==> src/rtl/m_gen_pkg.sv <==
// Shared widths, mode and state encodings for the M-generation sequencer.
package m_gen_pkg;

  localparam logic MODE_J_OUTER = 1'b0;
  localparam logic MODE_A_OUTER = 1'b1;

  typedef enum logic {
    ST_IDLE = 1'b0,
    ST_RUN  = 1'b1
  } state_e;

  function automatic int unsigned aw_f(input int unsigned a);
    return $clog2(a) + 1;
  endfunction

  function automatic int unsigned jw_f(input int unsigned j);
    return $clog2(j) + 1;
  endfunction

  function automatic int unsigned cw_f(input int unsigned j, input int unsigned a);
    return $clog2(j * a + 1);
  endfunction

endpackage

==> src/rtl/m_gen_seq_symbol_replace.sv <==
// Combinational single-symbol substitution: symbol j of vec replaced by a.
module symbol_replace
  import m_gen_pkg::*;
#(
  parameter  int unsigned J  = 14,
  parameter  int unsigned AW = 2,
  localparam int unsigned JW = jw_f(J)
) (
  input  logic [J*AW-1:0] vec,
  input  logic [JW-1:0]   j,
  input  logic [AW-1:0]   a,
  output logic [J*AW-1:0] rep_c
);

  always_comb begin
    rep_c = vec;
    for (int i = 0; i < J; i++) begin
      if (j == JW'(i)) rep_c[i*AW +: AW] = a;
    end
  end

endmodule

==> src/rtl/m_gen_seq.sv <==
// M-generation sequencer: streams every single-symbol substitution of a
// latched vector over valid/ready, with loop order, self-skip and abort.
module m_gen_seq
  import m_gen_pkg::*;
#(
  parameter  int unsigned J         = 14,
  parameter  int unsigned A         = 2,
  parameter  bit          SKIP_SELF = 1'b1,
  localparam int unsigned AW        = aw_f(A),
  localparam int unsigned JW        = jw_f(J),
  localparam int unsigned CW        = cw_f(J, A)
) (
  input  logic              clk,
  input  logic              rst_n,
  input  logic [J*AW-1:0]   x_initial,
  input  logic              x_initial_tvalid,
  output logic              x_initial_tready,
  input  logic              mode,
  input  logic              abort,
  output logic [J*AW-1:0]   cand_tdata,
  output logic [JW+AW-1:0]  cand_tuser,
  output logic              cand_tvalid,
  input  logic              cand_tready,
  output logic              cand_tlast,
  output logic [CW-1:0]     beat_count,
  output logic              busy,
  output logic              done
);

  localparam int unsigned DW = J * AW;
  localparam int unsigned UW = JW + AW;

  state_e          state_q, state_d;
  logic [DW-1:0]   x_q, x_d;
  logic            mode_q, mode_d;
  logic [JW-1:0]   j_q, j_d;
  logic [AW-1:0]   a_q, a_d;
  logic [CW-1:0]   beat_q, beat_d;
  logic [CW-1:0]   expected_q, expected_d;
  logic            done_q, done_d;
  logic            tvalid_q, tvalid_d;
  logic            tlast_q, tlast_d;
  logic [DW-1:0]   tdata_q, tdata_d;
  logic [UW-1:0]   tuser_q, tuser_d;
  logic            tready_q, tready_d;
  logic            busy_q, busy_d;

  logic [CW-1:0]   self_cnt_c;
  logic [AW-1:0]   sym_n_c;
  logic [DW-1:0]   rep_c;
  logic            self_c, fire_c, last_pair_c;

  // Positions whose initial symbol is in-alphabet each contribute one self pair.
  always_comb begin
    self_cnt_c = '0;
    for (int i = 0; i < J; i++) begin
      if (x_initial[i*AW +: AW] < AW'(A)) self_cnt_c = self_cnt_c + CW'(1);
    end
  end

  // In RUN, a non-valid cycle is exactly a self pair.
  assign self_c      = (state_q == ST_RUN) && !tvalid_q;
  assign fire_c      = tvalid_q && cand_tready;
  assign last_pair_c = (j_q == JW'(J - 1)) && (a_q == AW'(A - 1));

  always_comb begin
    state_d    = state_q;
    x_d        = x_q;
    mode_d     = mode_q;
    j_d        = j_q;
    a_d        = a_q;
    beat_d     = beat_q;
    expected_d = expected_q;
    done_d     = 1'b0;
    case (state_q)
      ST_IDLE: begin
        if (!abort && x_initial_tvalid) begin
          x_d        = x_initial;
          mode_d     = mode;
          j_d        = '0;
          a_d        = '0;
          beat_d     = '0;
          expected_d = CW'(J * A) - (SKIP_SELF ? self_cnt_c : CW'(0));
          state_d    = ST_RUN;
        end
      end
      ST_RUN: begin
        if (abort) begin
          state_d = ST_IDLE;
        end else if (fire_c && tlast_q) begin
          beat_d  = beat_q + CW'(1);
          state_d = ST_IDLE;
          done_d  = 1'b1;
        end else if (self_c && last_pair_c) begin
          state_d = ST_IDLE;
          done_d  = 1'b1;
        end else if (fire_c || self_c) begin
          if (fire_c) beat_d = beat_q + CW'(1);
          case (mode_q)
            MODE_J_OUTER: begin
              if (a_q == AW'(A - 1)) begin
                a_d = '0;
                j_d = j_q + JW'(1);
              end else begin
                a_d = a_q + AW'(1);
              end
            end
            MODE_A_OUTER: begin
              if (j_q == JW'(J - 1)) begin
                j_d = '0;
                a_d = a_q + AW'(1);
              end else begin
                j_d = j_q + JW'(1);
              end
            end
          endcase
        end
      end
    endcase
  end

  symbol_replace #(.J(J), .AW(AW)) u_replace (
    .vec   (x_d),
    .j     (j_d),
    .a     (a_d),
    .rep_c (rep_c)
  );

  // Stream outputs are registered from next state; payload holds while not valid.
  always_comb begin
    sym_n_c = '0;
    for (int i = 0; i < J; i++) begin
      if (j_d == JW'(i)) sym_n_c = x_d[i*AW +: AW];
    end
    tvalid_d = (state_d == ST_RUN) && !(SKIP_SELF && (a_d == sym_n_c));
    tdata_d  = tvalid_d ? rep_c : tdata_q;
    tuser_d  = tvalid_d ? {j_d, a_d} : tuser_q;
    tlast_d  = tvalid_d && (beat_d == expected_d - CW'(1));
    busy_d   = (state_d == ST_RUN);
    tready_d = (state_d == ST_IDLE);
  end

  always_ff @(posedge clk or negedge rst_n) begin
    if (!rst_n) begin
      state_q    <= ST_IDLE;
      x_q        <= '0;
      mode_q     <= 1'b0;
      j_q        <= '0;
      a_q        <= '0;
      beat_q     <= '0;
      expected_q <= '0;
      done_q     <= 1'b0;
      tvalid_q   <= 1'b0;
      tlast_q    <= 1'b0;
      tdata_q    <= '0;
      tuser_q    <= '0;
      tready_q   <= 1'b1;
      busy_q     <= 1'b0;
    end else begin
      state_q    <= state_d;
      x_q        <= x_d;
      mode_q     <= mode_d;
      j_q        <= j_d;
      a_q        <= a_d;
      beat_q     <= beat_d;
      expected_q <= expected_d;
      done_q     <= done_d;
      tvalid_q   <= tvalid_d;
      tlast_q    <= tlast_d;
      tdata_q    <= tdata_d;
      tuser_q    <= tuser_d;
      tready_q   <= tready_d;
      busy_q     <= busy_d;
    end
  end

  assign x_initial_tready = tready_q;
  assign cand_tdata       = tdata_q;
  assign cand_tuser       = tuser_q;
  assign cand_tvalid      = tvalid_q;
  assign cand_tlast       = tlast_q;
  assign beat_count       = beat_q;
  assign busy             = busy_q;
  assign done             = done_q;

endmodule
==> config.mk <==
export PLATFORM = sky130hd
export DESIGN_NAME = m_gen_seq
export DESIGN_NICKNAME = d
export VERILOG_FILES = /design/src/rtl/m_gen_pkg.sv /design/src/rtl/m_gen_seq_symbol_replace.sv /design/src/rtl/m_gen_seq.sv
export SDC_FILE = /design/constraint.sdc
export NUM_CORES = 1
export LEC_CHECK = 0
export ABC_AREA = 1
export CAP_MARGIN = 20
export CORE_ASPECT_RATIO = 1.25
export CORE_MARGIN = 5
export CORE_UTILIZATION = 61
export DETAILED_ROUTE_END_ITERATION = 8
export GPL_ROUTABILITY_DRIVEN = 0
export PLACE_DENSITY = 0.94
export SYNTH_ARGS = -nofsm -noshare
export SYNTH_HDL_FRONTEND = slang
export SYNTH_SLANG_ARGS = --single-unit
==> constraint.sdc <==
create_clock -name clk -period 9.87 [get_ports clk]
set_input_delay 1.4805 -clock clk [delete_from_list [all_inputs] [get_ports clk]]
set_output_delay 1.4805 -clock clk [all_outputs]
set_load 0.02 [all_outputs]
==> metrics <==
result of the run=complete, no violations; Power per Cell Area=221 nW/um^2; number of antenna diodes=0; Max Freq=116 MHz; input/output buffers=78; Comb power frac=48.1%; placed wire-length estimate=11700 um; H-tree depth=3; routed wirelength normalized by instance count=13.6 um; Setup-failing EPs final=0; Most Frequent Cell on Critical Path=nand2_1; commonest cells in the netlist=nand2_1 (360), inv_1 (119), nand3_1 (106); CP Max Fanout=4; shortest clock period the worst path allows after layout=8640 ps; via count of the first global-routing pass=6213; most repeated cell in the gate-level netlist after synthesis=nand2_1; number of logic stages on the critical path including buffering=49; Synth Warn #=0; kind of end point of the critical path=flop; first drt pass iteration count=5; global-route wire length before repair=27200 um; count of flip-flops with a built-in enable after synthesis=0; cell family with the largest share of critical-path delay=simple AND/OR/NAND/NOR gates; switching power=0.706 mW; unique cell type count in the Yosys netlist=38; maximum number of pins on one net before global-route repair=87; part of the power in the clock network=21.3%; clock tree from TritonCTS=built; share of the clock period used by the worst path=87.5%; starting utilization of the core area=61.4%; post-synth top area cell=dfrtp_1; worst stage delay on the critical path=530 ps; main area contributors after synthesis=dfrtp_1 (33%), nand2_1 (21%), nand3_1 (8.3%), inv_1 (7.0%), o21ai_0 (4.3%); total via count in the routed design=6487; number of nets in the synthesized netlist=1025; proportion of total power due to net switching=41.9%; primary flip-flop cell chosen by synthesis mapping=dfrtp_1; Final Util=73.1%; count of final max-slew check failures=0; buffer type at the clock tree root=clkbuf_16; signal arrival time at the worst endpoint=8900 ps; post-synthesis to final-layout area growth=19.0%; start-to-end type of the worst setup path=in2reg; pre-CTS setup slack=921 ps; area taken by multi-input logic gates=3680 sq um; FF-to-FF path depth=29; clock network latency to the later pin of the worst-skew pair=340 ps; antenna violations before repair=0; Slew @ Worst Pin=775 ps; via density per instance=5.50; Routed WL=16100 um; final net count=1098; filler instances=794; sequential fraction of the synthesis area=33.5%; Synth Area per Inst=6.62 sq um; launching element of the worst setup path=x_initial[1]; cell count of the worst hold path=2; TritonCTS buffer count=9; # hold bufs at CTS=0; worst vdd ir=0.0946 mV; final worst slack=1230 ps; Die Area=12700 sq um; Sink Count=86; number of nets still failing antenna checks after routing=0; share of final-layout standard cells stronger than drive strength 1=10.4%; required time at the worst-slack endpoint=10140 ps; DRC violations left=0; overall power after layout=1.69 mW; Min-Delay Path Class=reg2reg; post-synthesis sequential element count=86; fraction of post-synthesis cell area in the top cell type by area=33.1%; overall global routing resource usage=26.0%; Clock Skew=10.6 ps; area of the mapped netlist=6420 sq um; Async SR Flop Fraction=100%; Cells after Synth=970; sum of buffers and inverters on the critical path=6; count of final hold-check violations=0; setup repair after global routing missed its margin=false; total gr overflow=0; deepest clock path buffer count=2; final std cells w/o fill=1179; cells resized by post-CTS repair=0; cell internal pwr=0.981 mW; HP Start=cand_tdata[27]$_DFFE_PN0P_; standard-cell row count=42; final total negative setup slack=0 ps; CP max-delay cell=clkdlybuf4s50_1; clock slew seen by the registers of the worst setup and hold paths=60 ps; combined flip-flop and latch cell area=2150 sq um; total of max-cap violations=0; Worst R2R Start=j_q[1]$_DFF_PN0_; number of top-level pins=79; height of the chip=125 um; power share of the sequential group=30.6%; x dimension of the die=102 um; Critical Path Start Type=primary input; buffers inserted by post-CTS timing repair=0; Core Area=10500 sq um; Inst Count DP=1163; DR iter-0 viols=450; cell leakage power=4.00 nW; Slew HR=48.4%
[worst paths after layout]
check / slack, ps / endpoint
max: 1230 / cand_tlast$_DFF_PN0_
min: 470 / cand_tdata[27]$_DFFE_PN0P_
max reg2reg: 5120 / cand_tuser[1]$_DFFE_PN0P_
min reg2reg: 470 / cand_tdata[27]$_DFFE_PN0P_
max in group asynchronous: 8170 / x_initial_tready$_DFF_PN1_
min in group asynchronous: 1040 / cand_tdata[10]$_DFFE_PN0P_
[placed cells by master, fill, tap and decap left out, types with 4 or more instances in the layout]
master           synthesis  final
nand2_1                360    360
inv_1                  119    119
nand3_1                106    106
dfrtp_1                 85     85
clkdlybuf4s50_1          0     77
o21ai_0                 55     55
nor2_1                  50     49
ha_1                    21     21
a21oi_1                 20     20
or2_2                   18     18
nand2_4                 17     17
o21ai_1                 14     14
inv_2                   14     14
nand2_2                 13     13
nand4_1                  9      9
nand3_4                  9      9
clkbuf_16                0      9
nor2_2                   6      7
nand3_2                  6      6
nand3b_1                 4      4
[final cells by class]
type	count	area share, %
clock inverter	5	1.08
tap	132	2.16
inverter	135	6.63
sequential	86	28.2
clock buffer	10	3.00
multi-input combinational	730	48.2
timing repair buffer	81	10.7
[metrics by stage]
| stage | cell area [sq um] | hold slack, ps |
|---|---|---|
| floorplan | 6420 | 453 |
| global placement | 7300 | 454 |
| detailed placement | 7300 | 457 |
| CTS | 7610 | 472 |
| global route | 7640 | 479 |
| finish | 7640 | 469 |
[worst register-to-register path: cells and delay by family, from the launching register on]
kind | cells | cell delay, ps
simple gates | 19 | 2150
flops | 1 | 430
compound gates | 4 | 1010
buf+inv | 5 | 900
fa+ha+maj | 1 | 130
[layer usage]
layer	wire [um]	track usage (%)	vias to the layer above
met1	6350	31.2	2994
met4	449	9.78	0
met3	874	3.36	46
met2	8380	46.3	244
met5	0	0	-
li1	-	-	3203
[state kept, by name, indices dropped and copies added (netlist names)]
signal,count
mode_q,1
busy,1
cand_tvalid,1
a_q,2
cand_tuser,7
x_initial_tready,1
x_q,28
expected_q,5
j_q,5
cand_tdata,28
beat_count,5
done,1
cand_tlast,1
[power by group through the flow]
stage	registers, mW	logic, mW	clock network (mW)
6_report	0.515	0.812	0.359
5_1_grt	0.526	0.905	0.374
4_1_cts	0.514	0.809	0.361
3_5_place_dp	0.518	0.800	0
3_3_place_gp	0.514	0.772	0
2_1_floorplan	0.583	0.469	0
[logic make-up after synthesis]
family                   count (synthesis)  synth area share [%]
AO/OA/AOI/OAI                          101                  8.54
flip-flops                              86                  33.5
XOR/XNOR                                 4                 0.546
buffers and inverters                  154                  9.16
AND/OR/NAND/NOR                        604                  44.1
adder cells (fa/ha/maj)                 21                  4.09
No activity file was read; power rests on OpenSTA's default activity.
